===== src/rtl/fp8_add_sequencer.sv =====
// Multi-cycle unsigned FP8 adder controller: order, align, add, normalize.
// Optional round-half-up in NORM when FP8_ADD_ROUND_EN is defined.
module fp8_add_sequencer #(
  parameter int EXP_W = 3,
  parameter int MAN_W = 5
) (
  input  logic                   clk,
  input  logic                   rst_n,
  input  logic                   in_valid,
  output logic                   in_ready,
  input  logic [EXP_W+MAN_W-1:0] a_in,
  input  logic [EXP_W+MAN_W-1:0] b_in,
  output logic                   out_valid,
  input  logic                   out_ready,
  output logic [EXP_W+MAN_W-1:0] sum_out,
  output logic                   ovf_out,
  output logic                   busy
);

  localparam int W = EXP_W + MAN_W;

  typedef enum logic [2:0] {
    S_IDLE,
    S_ORDER,
    S_ALIGN,
    S_ADD,
    S_NORM,
    S_DONE
  } state_t;

  state_t state, nxt;

  logic             live;
  logic [W-1:0]     a_q, b_q;
  logic [EXP_W-1:0] big_exp, d;
  logic [MAN_W-1:0] big_man, small_man;
  logic [MAN_W:0]   sum;
`ifdef FP8_ADD_ROUND_EN
  logic             r;
`endif

  logic [EXP_W-1:0] a_exp, b_exp, ord_d;
  logic             a_big;

  assign a_exp = a_q[W-1:MAN_W];
  assign b_exp = b_q[W-1:MAN_W];
  assign a_big = a_exp > b_exp;
  assign ord_d = a_big ? (a_exp - b_exp) : (b_exp - a_exp);

  // live keeps in_ready low while reset is asserted and for the first edge
  assign in_ready  = (state == S_IDLE) && live;
  assign out_valid = (state == S_DONE);
  assign busy      = (state != S_IDLE);

  always_ff @(posedge clk or negedge rst_n) begin
    if (!rst_n) begin
      state <= S_IDLE;
      live  <= 1'b0;
    end else begin
      state <= nxt;
      live  <= 1'b1;
    end
  end

  always_comb begin
    nxt = state;
    unique case (state)
      S_IDLE:  if (in_valid && in_ready) nxt = S_ORDER;
      S_ORDER: nxt = (ord_d != '0) ? S_ALIGN : S_ADD;
      S_ALIGN: if (d == EXP_W'(1)) nxt = S_ADD;
      S_ADD:   nxt = S_NORM;
      S_NORM:  nxt = S_DONE;
      S_DONE:  if (out_ready) nxt = S_IDLE;
      default: nxt = S_IDLE;
    endcase
  end

  logic [MAN_W-1:0] n_man;
  logic [EXP_W:0]   n_exp;
  logic             n_ovf;
  logic [W-1:0]     n_sum;
`ifdef FP8_ADD_ROUND_EN
  logic             n_r;
  logic [MAN_W:0]   rm;
`endif

  always_comb begin
    n_man = sum[MAN_W-1:0];
    n_exp = {1'b0, big_exp};
`ifdef FP8_ADD_ROUND_EN
    n_r = r;
    rm  = '0;
`endif
    if (sum[MAN_W]) begin
      n_man = sum[MAN_W:1];
      n_exp = {1'b0, big_exp} + 1'b1;
`ifdef FP8_ADD_ROUND_EN
      n_r = sum[0];
`endif
    end
`ifdef FP8_ADD_ROUND_EN
    rm = {1'b0, n_man} + {{MAN_W{1'b0}}, n_r};
    if (rm[MAN_W]) begin
      n_man = rm[MAN_W:1];
      n_exp = n_exp + 1'b1;
    end else begin
      n_man = rm[MAN_W-1:0];
    end
`endif
    n_ovf = n_exp[EXP_W];
    n_sum = n_ovf ? '1 : {n_exp[EXP_W-1:0], n_man};
  end

  always_ff @(posedge clk or negedge rst_n) begin
    if (!rst_n) begin
      a_q       <= '0;
      b_q       <= '0;
      big_exp   <= '0;
      big_man   <= '0;
      small_man <= '0;
      d         <= '0;
      sum       <= '0;
      sum_out   <= '0;
      ovf_out   <= 1'b0;
`ifdef FP8_ADD_ROUND_EN
      r         <= 1'b0;
`endif
    end else begin
      unique case (state)
        S_IDLE: begin
          if (in_valid && in_ready) begin
            a_q <= a_in;
            b_q <= b_in;
          end
        end
        S_ORDER: begin
          // equal exponents deliberately take B as the big operand
          big_exp   <= a_big ? a_exp : b_exp;
          big_man   <= a_big ? a_q[MAN_W-1:0] : b_q[MAN_W-1:0];
          small_man <= a_big ? b_q[MAN_W-1:0] : a_q[MAN_W-1:0];
          d         <= ord_d;
`ifdef FP8_ADD_ROUND_EN
          r         <= 1'b0;
`endif
        end
        S_ALIGN: begin
          small_man <= small_man >> 1;
          d         <= d - 1'b1;
`ifdef FP8_ADD_ROUND_EN
          r         <= small_man[0];
`endif
        end
        S_ADD: begin
          sum <= {1'b0, big_man} + {1'b0, small_man};
        end
        S_NORM: begin
          sum_out <= n_sum;
          ovf_out <= n_ovf;
        end
        default: ;
      endcase
    end
  end

endmodule


===== config.mk =====
export PLATFORM = sky130hd
export DESIGN_NAME = fp8_add_sequencer
export DESIGN_NICKNAME = d
export VERILOG_FILES = /design/src/rtl/fp8_add_sequencer.sv
export SDC_FILE = /design/constraint.sdc
export NUM_CORES = 1
export LEC_CHECK = 0
export CORE_MARGIN = 1
export CORE_UTILIZATION = 25
export DETAILED_ROUTE_END_ITERATION = 8
export GPL_TIMING_DRIVEN = 0
export PLACE_DENSITY = 0.46
export REMOVE_ABC_BUFFERS = 1
export SYNTH_ARGS = -nofsm -noshare
export SYNTH_HDL_FRONTEND = slang
export SYNTH_SLANG_ARGS = --single-unit

===== constraint.sdc =====
create_clock -name clk -period 2.2 [get_ports clk]
set_clock_uncertainty 0.15 [all_clocks]
set_input_delay 0.44 -clock clk [delete_from_list [all_inputs] [get_ports clk]]
set_output_delay 0.44 -clock clk [all_outputs]
set_load 0.01 [all_outputs]

# Word level (Yosys, flattened, before mapping)
# Index checks and enable logic that the tools add are counted.
word_totals:
  register_bits: 51
  input_bits: 20
  word_cells: 48
classes:
  n_addsub: 5
  n_lt_le_gt_ge: 1
  n_eq_ne: 9
  muxes: 14
  reduce_logical: 8
ops:
  columns: ["cell", "n"]
  rows:
  - ["case mux 3 bit (6 select lines)", 1]
  - ["2-to-1 mux 3 bit", 5]
  - ["2-to-1 mux 5 bit", 3]
  - ["case mux 5 bit (2 select lines)", 1]
  - ["2-to-1 mux 8 bit", 1]
  - ["adder 5 x 5 -> 6 bit", 1]
  - ["== test 3 x 1 -> 1 bit (second input constant)", 2]
  - ["== test 3 x 2 -> 1 bit (second input constant)", 2]
  - ["== test 3 bit (second input constant)", 2]
  - ["case mux 3 bit (2 select lines)", 1]
  - ["nonzero test 3 bit", 2]
  - ["subtractor 3 bit", 2]
  - ["adder 3 x 1 -> 4 bit (second input constant)", 1]
  - ["2-to-1 mux 4 bit", 1]
  - ["!= test 2 x 1 -> 1 bit (second input constant)", 2]
  - ["> comparator 3 bit", 1]
  - ["logical NOT 3 bit", 1]
  - ["AND reduction 3 bit", 1]
  - ["subtractor 3 x 1 -> 3 bit (second input constant)", 1]
  - ["logical AND 1 bit", 2]
  - ["!= test 2 bit (second input constant)", 1]
  - ["AND reduction 2 bit", 1]
  - ["nonzero test 2 bit", 1]
  - ["2-to-1 mux 1 bit", 1]

# Logic depth before layout (Yosys ltp)
# Gate-level depths: netlist of run 1.
logic_depth:
  ltp_word: 5
  ltp_mapped: 7
  depth_no_buf: 7

# Worst setup path before layout of run 1
# Ideal clock, no wire load.
synth_timing:
  path_kind: "flip-flop to flip-flop"
  start: "reg a_q[6]"
  end: "reg big_exp[2]"
  setup_time_ns: 0.137
  arrival_time_ns: 1.811
  required_time_ns: 1.913
  path_slack_ns: 0.102
  stages_incl_launch_ff: 8
  path_buffers: 1
  cell_sequence: "dfrtp_1 > inv_1 > ha_1 > nor2b_4 > o311ai_4 > buf_6 > mux2i_1 > a21oi_1"
synth_via:
  elab_chain_len: 2
synth_lines:
  columns: ["item", "line_no", "text"]
  rows:
  - ["start: declaration", "34", "logic [W-1:0] a_q, b_q;"]
  - ["start signal: assignment", "132", "a_q <= a_in;"]
  - ["> comparator 3 bit", "47", "assign a_big = a_exp > b_exp;"]
  - ["2-to-1 mux 3 bit", "138", "big_exp <= a_big ? a_exp : b_exp;"]
  - ["end signal: assignment", "138", null]
  - ["end: declaration", "35", "logic [EXP_W-1:0] big_exp, d;"]
# Every way passes these cells.
# A chain may end at the register's enable or synchronous reset.

# Worst setup path after layout of run 1
layout_timing:
  start: "reg a_q[6]"
  end: "reg d[1]"
layout_via:
  elab_chain_len: 3
  elab_cells_between_ends: 5
  classes_between: "2 x add/sub; 1 x order compare; 2 x mux"
layout_lines:
  columns: ["item", "line_no", "text"]
  rows:
  - ["subtractor 3 bit or > comparator 3 bit (tied branches)", "48, 47", null]
  - ["2-to-1 mux 3 bit *", "48", "assign ord_d = a_big ? (a_exp - b_exp) : (b_exp - a_exp);"]
  - ["case mux 3 bit (2 select lines) *", "129", "unique case (state)"]
  - ["end signal: assignment", "141", "d <= ord_d;"]
  - ["end signal: assignment", "148", "d <= d - 1'b1;"]
  - ["end: declaration", "35", null]
# Every way passes the cells marked *; elsewhere a longest branch is shown, timed or not.

==> run summary, run 1 <==
The flow ran to the end, and the final reports show no timing, DRC or antenna violations. The logs give 3998 microns for the total half-perimeter wirelength after legalization and detailed placement and 2 for the CTS H-tree depth. The worst hold path passes through 2 cells. The setup check on the worst reg-to-reg path leaves a slack of 0.13 ns.

The sequential cell area is 1284 sq um. The gate count of the mapped netlist was 260; the maximum fanout count along the critical path was 8. Chip height: 107.1 microns.

The first global-routing pass estimated 9749 microns of wire. The logs give 0 ns for the total negative setup slack and 1389 sq um for the footprint of the multi-input gates. The final number of max-transition violations was 0. Initial antenna violation count: 0. The layer flagged by global routing as most heavily used is met2.

Across the VDD grid, the largest voltage drop is 0.0006521 V. The tools report the number of sinks handled by clock tree synthesis as 51. The average size of a mapped cell was 10.62 sq um. The die covers 11,470 sq um. For this run the aggregate overflow at the end of global routing stands at 0. The run gives 16.45% as the global-route met2 utilization.

The detail route stage leaves a number of antenna-violating nets equal to 0. By startpoint and endpoint, the worst setup path is classified as reg2reg. Signal arrival time at the worst endpoint: 2.15 ns.

Leakage power: 1.525 nW. The total routed wirelength is 5580 microns, and the met3 routing resource usage after global routing is 2.310%. Cells with a size suffix above 1 make up 19.27% of the layout. Summing internal, switching and leakage power gives 5.840 mW. The number of setup violations in the final report is 0, and the DRC violation total after the first TritonRoute iteration is 71. The maximum frequency from static timing analysis is 483.5 MHz, and the die width is 107.1 microns. The repair_antennas step left the layout with diodes totalling 0. By area the synthesized netlist is led by sky130_fd_sc_hd__dfrtp_1 46%, sky130_fd_sc_hd__mux2_2 7.3%, sky130_fd_sc_hd__mux2i_1 6.9%. The non-filler instance count after layout was 441; the actual slew at the worst max-slew pin was 0.6657 ns.

For the finished layout, the period the worst path requires is 2.068 ns. The synthesized netlist contains 44 unique library cells. TritonCTS built the clock tree. The tightest hold path in the finished design has a slack of 0.3386 ns. The run gives 0.31 ns as the clock latency at the later pin of the worst-skew pair.

Broken down by cell family, the worst path's largest delay share belongs to flip-flops. The routing usage on met1 was 15.47%. The synthesized design devotes to its leading area cell type 46.22% of total area.

The share of the clock period used by the worst path after layout was 94.01%; the iteration count of the initial detailed-routing pass was 4. Core footprint: 10,790 sq um. The worst-path cell with the longest stage delay is sky130_fd_sc_hd__dfrtp_2. Worst flop-to-flop path endpoint: d[1]. The hold path startpoint is sum[0]. For the row count, the log shows 38. The most common flop cell mapped by yosys was sky130_fd_sc_hd__dfrtp_1. The tools report the number of global-route vias before repair as 1,849.

Yosys mapped a number of flops with a built-in enable equal to 0. The area growth from synthesis to layout is 25.06%. Setup repair after global routing left no endpoint under its margin. The cell sitting at the root of the clock tree is a sky130_fd_sc_hd__clkbuf_8. The logs give 336 for the total number of nets in the final design and 1,116 for the count of fill cells added during filler insertion. The synthesized flop and latch total came out at 51. Using the TritonRoute via totals, the vias-per-cell ratio works out to 4.449.

Headroom to the max-slew limit came out at 55.03%. The mapped cell area was 2761 sq um; the depth of the worst register-to-register path was 7. Pin placement for this block handled 32 I/O pins.

The power density over the cells came out at 1691 nW/um^2. Cell taking the most area after synthesis: sky130_fd_sc_hd__dfrtp_1. The worst register-to-register path begins at a_q[6]. For the maximum number of pins on one net before global-route repair, the log shows 27.

The tool flagged a number of max-cap violations equal to 0. The number of buffers and inverters on the critical path is 2. The tools report the launching element type of the critical path as a flop. The count of port buffers added during placement is 31, and the number of vias in the routed layout is 1,962.

The utilization after layout is 32.00%. Summing the sequential cell areas from Yosys gives 46.22% of the chip area. The effective utilization at floorplan is 25.59%. The number of placed instances, taps included, is 422. At the worst endpoint, the required time is 2.29 ns. The type of the tightest min-delay check was reg2reg. The largest single stage delay on the critical path is 0.41 ns. In the global route stage, overall resource usage came out at 10.83%. Routability-driven placement finished with a final weighted congestion of 0.7249. The signal on the critical path passes through inv_1, ha_1, nor2b_4, o311ai_4, buf_12, mux2_2, a21oi_1. The logs give 0 for the final-report hold violation count and 5 for the number of buffers inserted during clock tree synthesis.

The clock-pin slew on the worst setup and hold paths works out to 0.09 ns. After detailed routing, the average wire length per cell comes to 12.65 microns. The tools report the capture endpoint of the worst hold path as sum[0].

The logs give 2 for the maximum root-to-sink buffer count and 0 for the total number of yosys warnings. The run gives 0 as the count of unresolved DRC violations after routing. Critical path endpoint category: a flop. Fraction of registers with async set or reset after synthesis: 100.0%.
-- sequential cells by signal (all words and copies together) (netlist names) --
signal	cells
ovf_out	1
a_q	8
sum	6
b_q	8
small_man	5
big_man	5
state	3
d	3
sum_out	8
live	1
big_exp	3
-- worst register-to-register path, cell delays in order, from the launching register on --
cell                       delay, ns
sky130_fd_sc_hd__dfrtp_2        0.41
sky130_fd_sc_hd__inv_1          0.08
sky130_fd_sc_hd__ha_1           0.33
sky130_fd_sc_hd__nor2b_4        0.15
sky130_fd_sc_hd__o311ai_4       0.25
sky130_fd_sc_hd__buf_12         0.17
sky130_fd_sc_hd__mux2_2         0.33
sky130_fd_sc_hd__a21oi_1        0.13
-- layer usage --
| metal | vias to the layer above | routed length (microns) |
|---|---|---|
| li1 | 993 | - |
| met1 | 933 | 2876 |
| met2 | 29 | 2460 |
| met3 | 7 | 170 |
| met4 | 0 | 73 |
| met5 | - | 0 |
-- layout by cell type, fill, tap and decap left out, drive strengths merged, types with 2 or more instances in the layout --
cell type	n
dfrtp	51
a21oi	28
clkdlybuf4s50	27
nor2	26
mux2i	19
mux2	18
inv	18
nand2	15
ha	13
buf	13
nor3	8
o22ai	7
o21ai	5
clkbuf	5
xor2	4
xnor2	3
fa	3
nor2b	3
and3	2
or2	2
nand3	2
o21a	2
o31ai	2
a21o	2
nand4	2
o211ai	2
dlygate4sd2	2
nor3b	2
-- cell families (layout without fill, tap and decap cells) --
family / Yosys count / count (layout) / share of synthesized area, %
AO/OA/AOI/OAI: 56 / 56 / 12.91
XOR/XNOR: 7 / 7 / 2.220
adder cells (fa/ha/maj): 16 / 16 / 8.065
buffers and inverters: 27 / 68 / 4.350
flip-flops: 51 / 51 / 46.22
multiplexers: 37 / 37 / 14.23
other: 1 / 1 / 0.1358
AND/OR/NAND/NOR: 65 / 65 / 11.87
-- repair_timing --
item / in CTS / in global routing
buffers inserted: 9 / 1
gates resized for setup: 10 / 5
hold buffers: 1 / 0
pin swaps: 1 / 1
setup endpoints to repair: 41 / 16
hold endpoints to repair: 1 / 0
-- layout make-up --
cell class	instances	share of cell area [%]
clock buffers	5	1.993
clock inverters	3	0.7609
inverters	16	1.739
multi-input cells	182	40.22
flip-flops and latches	51	37.17
well taps	140	5.072
repair buffers	44	13.04
-- through the flow --
stage                     instance area (sq um)  setup WS, ns
after floorplan                            2701       -0.1622
after detailed placement                   3223       -0.4277
after global placement                     3187        -1.117
after CTS                                  3432      0.001931
after global routing                       3453       0.01003
final                                      3453        0.1317
-- report_power, final --
part | leakage, nW | internal (mW) | switching [mW]
sequential | 0.591 | 1.41 | 0.411
clock | 0.0491 | 0.235 | 0.343
combinational | 0.885 | 1.82 | 1.62
total | 1.53 | 3.47 | 2.37
-- Yosys cell counts, types with 2 or more instances --
library cell / number
sky130_fd_sc_hd__and3_1: 2
sky130_fd_sc_hd__nand3_1: 2
sky130_fd_sc_hd__fa_1: 3
sky130_fd_sc_hd__nand4_1: 2
sky130_fd_sc_hd__nor3_1: 7
sky130_fd_sc_hd__inv_1: 16
sky130_fd_sc_hd__o21ai_0: 5
sky130_fd_sc_hd__buf_6: 2
sky130_fd_sc_hd__o21a_1: 2
sky130_fd_sc_hd__a21oi_1: 28
sky130_fd_sc_hd__mux2i_1: 19
sky130_fd_sc_hd__xnor2_1: 3
sky130_fd_sc_hd__dfrtp_1: 51
sky130_fd_sc_hd__mux2_2: 18
sky130_fd_sc_hd__or2_2: 2
sky130_fd_sc_hd__o22ai_1: 7
sky130_fd_sc_hd__o31ai_1: 2
sky130_fd_sc_hd__ha_1: 13
sky130_fd_sc_hd__a21o_1: 2
sky130_fd_sc_hd__nand2_1: 15
sky130_fd_sc_hd__nor2_1: 25
sky130_fd_sc_hd__o211ai_1: 2
sky130_fd_sc_hd__nor2b_1: 2
sky130_fd_sc_hd__clkbuf_1: 5
sky130_fd_sc_hd__buf_2: 3
sky130_fd_sc_hd__xor2_1: 4
-- worst max-delay path by stage --
stage | startpoint | end | slack [ns] | cells past startpoint
6_report | a_q[6] | d[1] | 0.13 | 7
5_1_grt | a_q[6] | big_man[1] | 0.01 | 8
3_5_place_dp | a_q[6] | state[0] | -0.43 | 6
2_1_floorplan | a_q[6] | d[1] | -0.16 | 6
3_3_place_gp | rst_n | b_q[6] | -1.12 | 1
4_1_cts | a_q[6] | d[1] | 0.002 | 7
Power figures use the tool's default switching activity.
==> inputs of run 2 (changes only) <==
--- a/config.mk
+++ b/config.mk
@@ -7,6 +7,7 @@
 export LEC_CHECK = 0
 export CORE_MARGIN = 1
 export CORE_UTILIZATION = 25
+export CTS_CLUSTER_SIZE = 16
 export DETAILED_ROUTE_END_ITERATION = 8
 export GPL_TIMING_DRIVEN = 0
 export PLACE_DENSITY = 0.46
==> results of run 2 <==
The final DEF is identical to that of run 1; final timing and power are the same.
==> inputs of run 3 (changes only) <==
--- a/config.mk
+++ b/config.mk
@@ -9,8 +9,10 @@
 export CORE_UTILIZATION = 25
 export CTS_CLUSTER_SIZE = 16
 export DETAILED_ROUTE_END_ITERATION = 8
+export DONT_BUFFER_PORTS = 1
 export GPL_TIMING_DRIVEN = 0
-export PLACE_DENSITY = 0.46
+export HOLD_SLACK_MARGIN = 0.1
+export PLACE_DENSITY = 0.43
 export REMOVE_ABC_BUFFERS = 1
 export SYNTH_ARGS = -nofsm -noshare
 export SYNTH_HDL_FRONTEND = slang
==> run 3 against run 2 <==
- utilization is 2.8 points lower
- via count is 6.5% lower
- combinational power is 10% lower
- non-clock buffer count is 36 lower
- clock power is 20% higher
- count of clock-buffer cells in the layout is 1 higher
- power is 1.9% lower
- worst setup slack worse by 0.018 ns
- first-iteration DRC count is 5.6% higher
- critical endpoint is now big_exp[2]
- highest routed layer unchanged
==> run summary, run 3 (synthesis gave the netlist of run 1 again) <==
The flow ran to the end, and the final reports show no timing, DRC or antenna violations. The path class of the tightest hold or removal check is in2reg. For hold timing, the worst endpoint is b_q[0]. Total die area: 11,470 sq um (unchanged). Leading cell type in the layout, fill and taps excluded: sky130_fd_sc_hd__dfrtp_1. Final design instance area without fill: 3152 sq um (-8.7%). The power density over the cells is 1818 nW/um^2 (+7.5%), and the number of sinks handled by clock tree synthesis is 51 (unchanged). The critical path buffer and inverter count is 2 (unchanged), and the non-filler instance count after layout is 405 (-8.2%). The average vias per placed instance is 4.531 (+1.8%), and the number of vias in the routed layout is 1,835 (-6.5%). The depth of the worst register-to-register path came out at 7 (unchanged).

The run gives 0 (unchanged) as the final global-route overflow total. The run gives 3953 microns (-1.1%) as the total half-perimeter wirelength after legalization and detailed placement. The final period demand of the worst path came out at 2.087 ns (+0.01838 ns). The largest registers in the layout are a_q: 8 flops, b_q: 8 flops, sum_out: 8 flops.

Setup repair after global routing left no endpoint under its margin. From synthesis to final layout, the design area changed by 14.14%. The number of nets still failing antenna checks after routing was 0 (unchanged); the leakage power was 1.385 nW (-9.2%). The count of unresolved DRC violations after routing is 0 (unchanged). For the total negative setup slack, the log shows 0 ns (unchanged). The critical path is of the reg2reg type. Clock root buffer: sky130_fd_sc_hd__clkbuf_8.

The tools report the launch point of the worst reg-to-reg path as a_q[6]. The post-detailed-route wirelength per cell was 13.63 microns (+7.8%). The logs give 0 (unchanged) for the number of violations of the max-capacitance limit and 390 (-7.6%) for the total placed cells including tap cells. The run gives 75 (+5.6%) as the DRC violation total after the first TritonRoute iteration. Among all stages on the critical path, the largest delay is contributed by sky130_fd_sc_hd__dfrtp_2. For the post-place instance area, the log shows 2898 sq um (-10%). The utilization after layout was 29.20% (-2.8 points).

Maximum root-to-sink buffer count: 2 (unchanged). The combined global-route utilization of all metal layers was 10.47% (-0.37 points); the iteration count of the initial detailed-routing pass was 4 (unchanged). The count of port buffers added during placement is 0 (-100%). The maximum number of pins on one net before global-route repair was 52 (+93%). The share of the clock period used by the worst path after layout is 94.85% (+0.84 points), and the relative slew slack is 57.96% (+2.9 points). The effective utilization at floorplan was 25.59% (unchanged); the chip height was 107.1 microns (unchanged). The number of buffers inserted during clock tree synthesis came out at 5 (unchanged).

The number of global-route vias before repair was 1,853 (+0.22%). In the layout the commonest cells are 48 x sky130_fd_sc_hd__dfrtp_1, 28 x sky130_fd_sc_hd__a21oi_1, 24 x sky130_fd_sc_hd__nor2_1. The worst supply voltage drop on vdd was 0.0006865 V (+5.3%).

The tools report the final antenna diode count as 0 (unchanged). The tools report the initial antenna violation count as 0 (unchanged). The run gives 2.12 ns (-0.03 ns) as the signal arrival time at the worst endpoint. The run gives 2.24 ns (-0.05 ns) as the critical path data required time.

The tools report the hold path startpoint as b_in[0]. Ratio of cells with drive above 1 in the final layout: 18.49% (-0.78 points). The worst stage delay on the critical path was 0.44 ns (+0.03 ns). The total number of nets in the final design was 300 (-11%).

The final number of max-transition violations was 0 (unchanged). The run gives 5.729 mW (-1.9%) as the power after layout. The final-report hold violation count came out at 0 (unchanged).

Die width: 107.1 microns (unchanged). The maximum fanout count along the critical path was 8 (unchanged); the core footprint was 10,790 sq um (unchanged). The actual slew at the worst max-slew pin works out to 0.6272 ns (-0.03849 ns).

TritonCTS built the clock tree. For the number of I/O pins, the log shows 32 (unchanged). The clock latency at the later pin of the worst-skew pair is 0.30 ns (about the same).

The worst setup path is captured at a flop. The tools report the row count as 38 (unchanged). Launching element type of the critical path: a flop. In this run the critical register-to-register path is captured at big_exp[2].

The maximum frequency from static timing analysis is 479.2 MHz (-0.88%), and the first-pass GRT wire length is 9425 microns (-3.3%). For the number of setup violations in the final report, the log shows 0 (unchanged). The final estimated routing congestion in global placement was 0.7174 (-1.0%).

The CTS H-tree depth is 2 (unchanged). The total routed wirelength was 5522 microns (-1.0%); the worst hold path depth was 1 (-1). The signal on the critical path passes through inv_1, ha_1, nor2b_4, o311ai_4, buf_12, mux2i_1, a21oi_1. The clock-pin slew on the worst setup and hold paths is 0.10 ns (about the same), and the register-to-register setup slack is 0.11 ns (-0.02 ns). Among cell families on the critical path, the largest total delay comes from flip-flops.
run 3: cell types whose count changed in the layout (fill, tap and decap cells not counted), moves of 2 or more:
cell | previous run | this run
sky130_fd_sc_hd__clkdlybuf4s50_1 | 27 | 0
sky130_fd_sc_hd__buf_4 | 8 | 2
sky130_fd_sc_hd__dlygate4sd2_1 | 2 | 0
sky130_fd_sc_hd__inv_1 | 14 | 16
sky130_fd_sc_hd__inv_2 | 2 | 0
run 3: power breakdown:
part           switching [mW]  total [mW]  internal, mW
sequential              0.547        1.95          1.40
clock                   0.322       0.696         0.375
combinational            1.48        3.08          1.61
run 3: area by class of cell:
cell class | count | area, sq um
Clock buffer | 6 | 82.58
Clock inverter | 2 | 38.79
Fill cell | 1138 | 7641
Inverter | 16 | 60.06
Multi-Input combinational cell | 182 | 1388
Sequential cell | 51 | 1280
Tap cell | 140 | 175.2
Timing Repair Buffer | 8 | 127.6
run 3: timing repair:
action	in CTS	in global routing
gates resized for setup	3	4
buffers inserted	4	1
hold endpoints to repair	51	0
pin swaps	2	1
hold buffers	2	0
endpoints found under the setup margin	37	24
run 3: per-stage QoR:
stage | hold slack, ns | worst slack (ns)
floorplan | -0.005591 | -0.1622
global placement | -0.003627 | -0.7643
detailed placement | -0.003835 | -0.4504
CTS | 0.1166 | 0.04335
global route | 0.1106 | 0.0002397
finish | 0.1285 | 0.1134
run 3: worst max path at each step:
| stage | start | endpoint | slack [ns] | depth (start not counted) |
|---|---|---|---|---|
| floorplan | a_q[6] | d[1] | -0.16 | 6 |
| global placement | state[0] | state[0] | -0.76 | 4 |
| detailed placement | a_q[6] | state[0] | -0.45 | 6 |
| CTS | a_q[6] | d[1] | 0.04 | 7 |
| global route | state[1] | out_valid | 0.0002 | 2 |
| finish | a_q[6] | big_exp[2] | 0.11 | 7 |
run 3: metal layers:
metal	track usage [%]	share of wire, %
met1	15.50	52
met2	15.21	43
met3	2.553	4.5
met4	2.348	0.60
met5	0	0
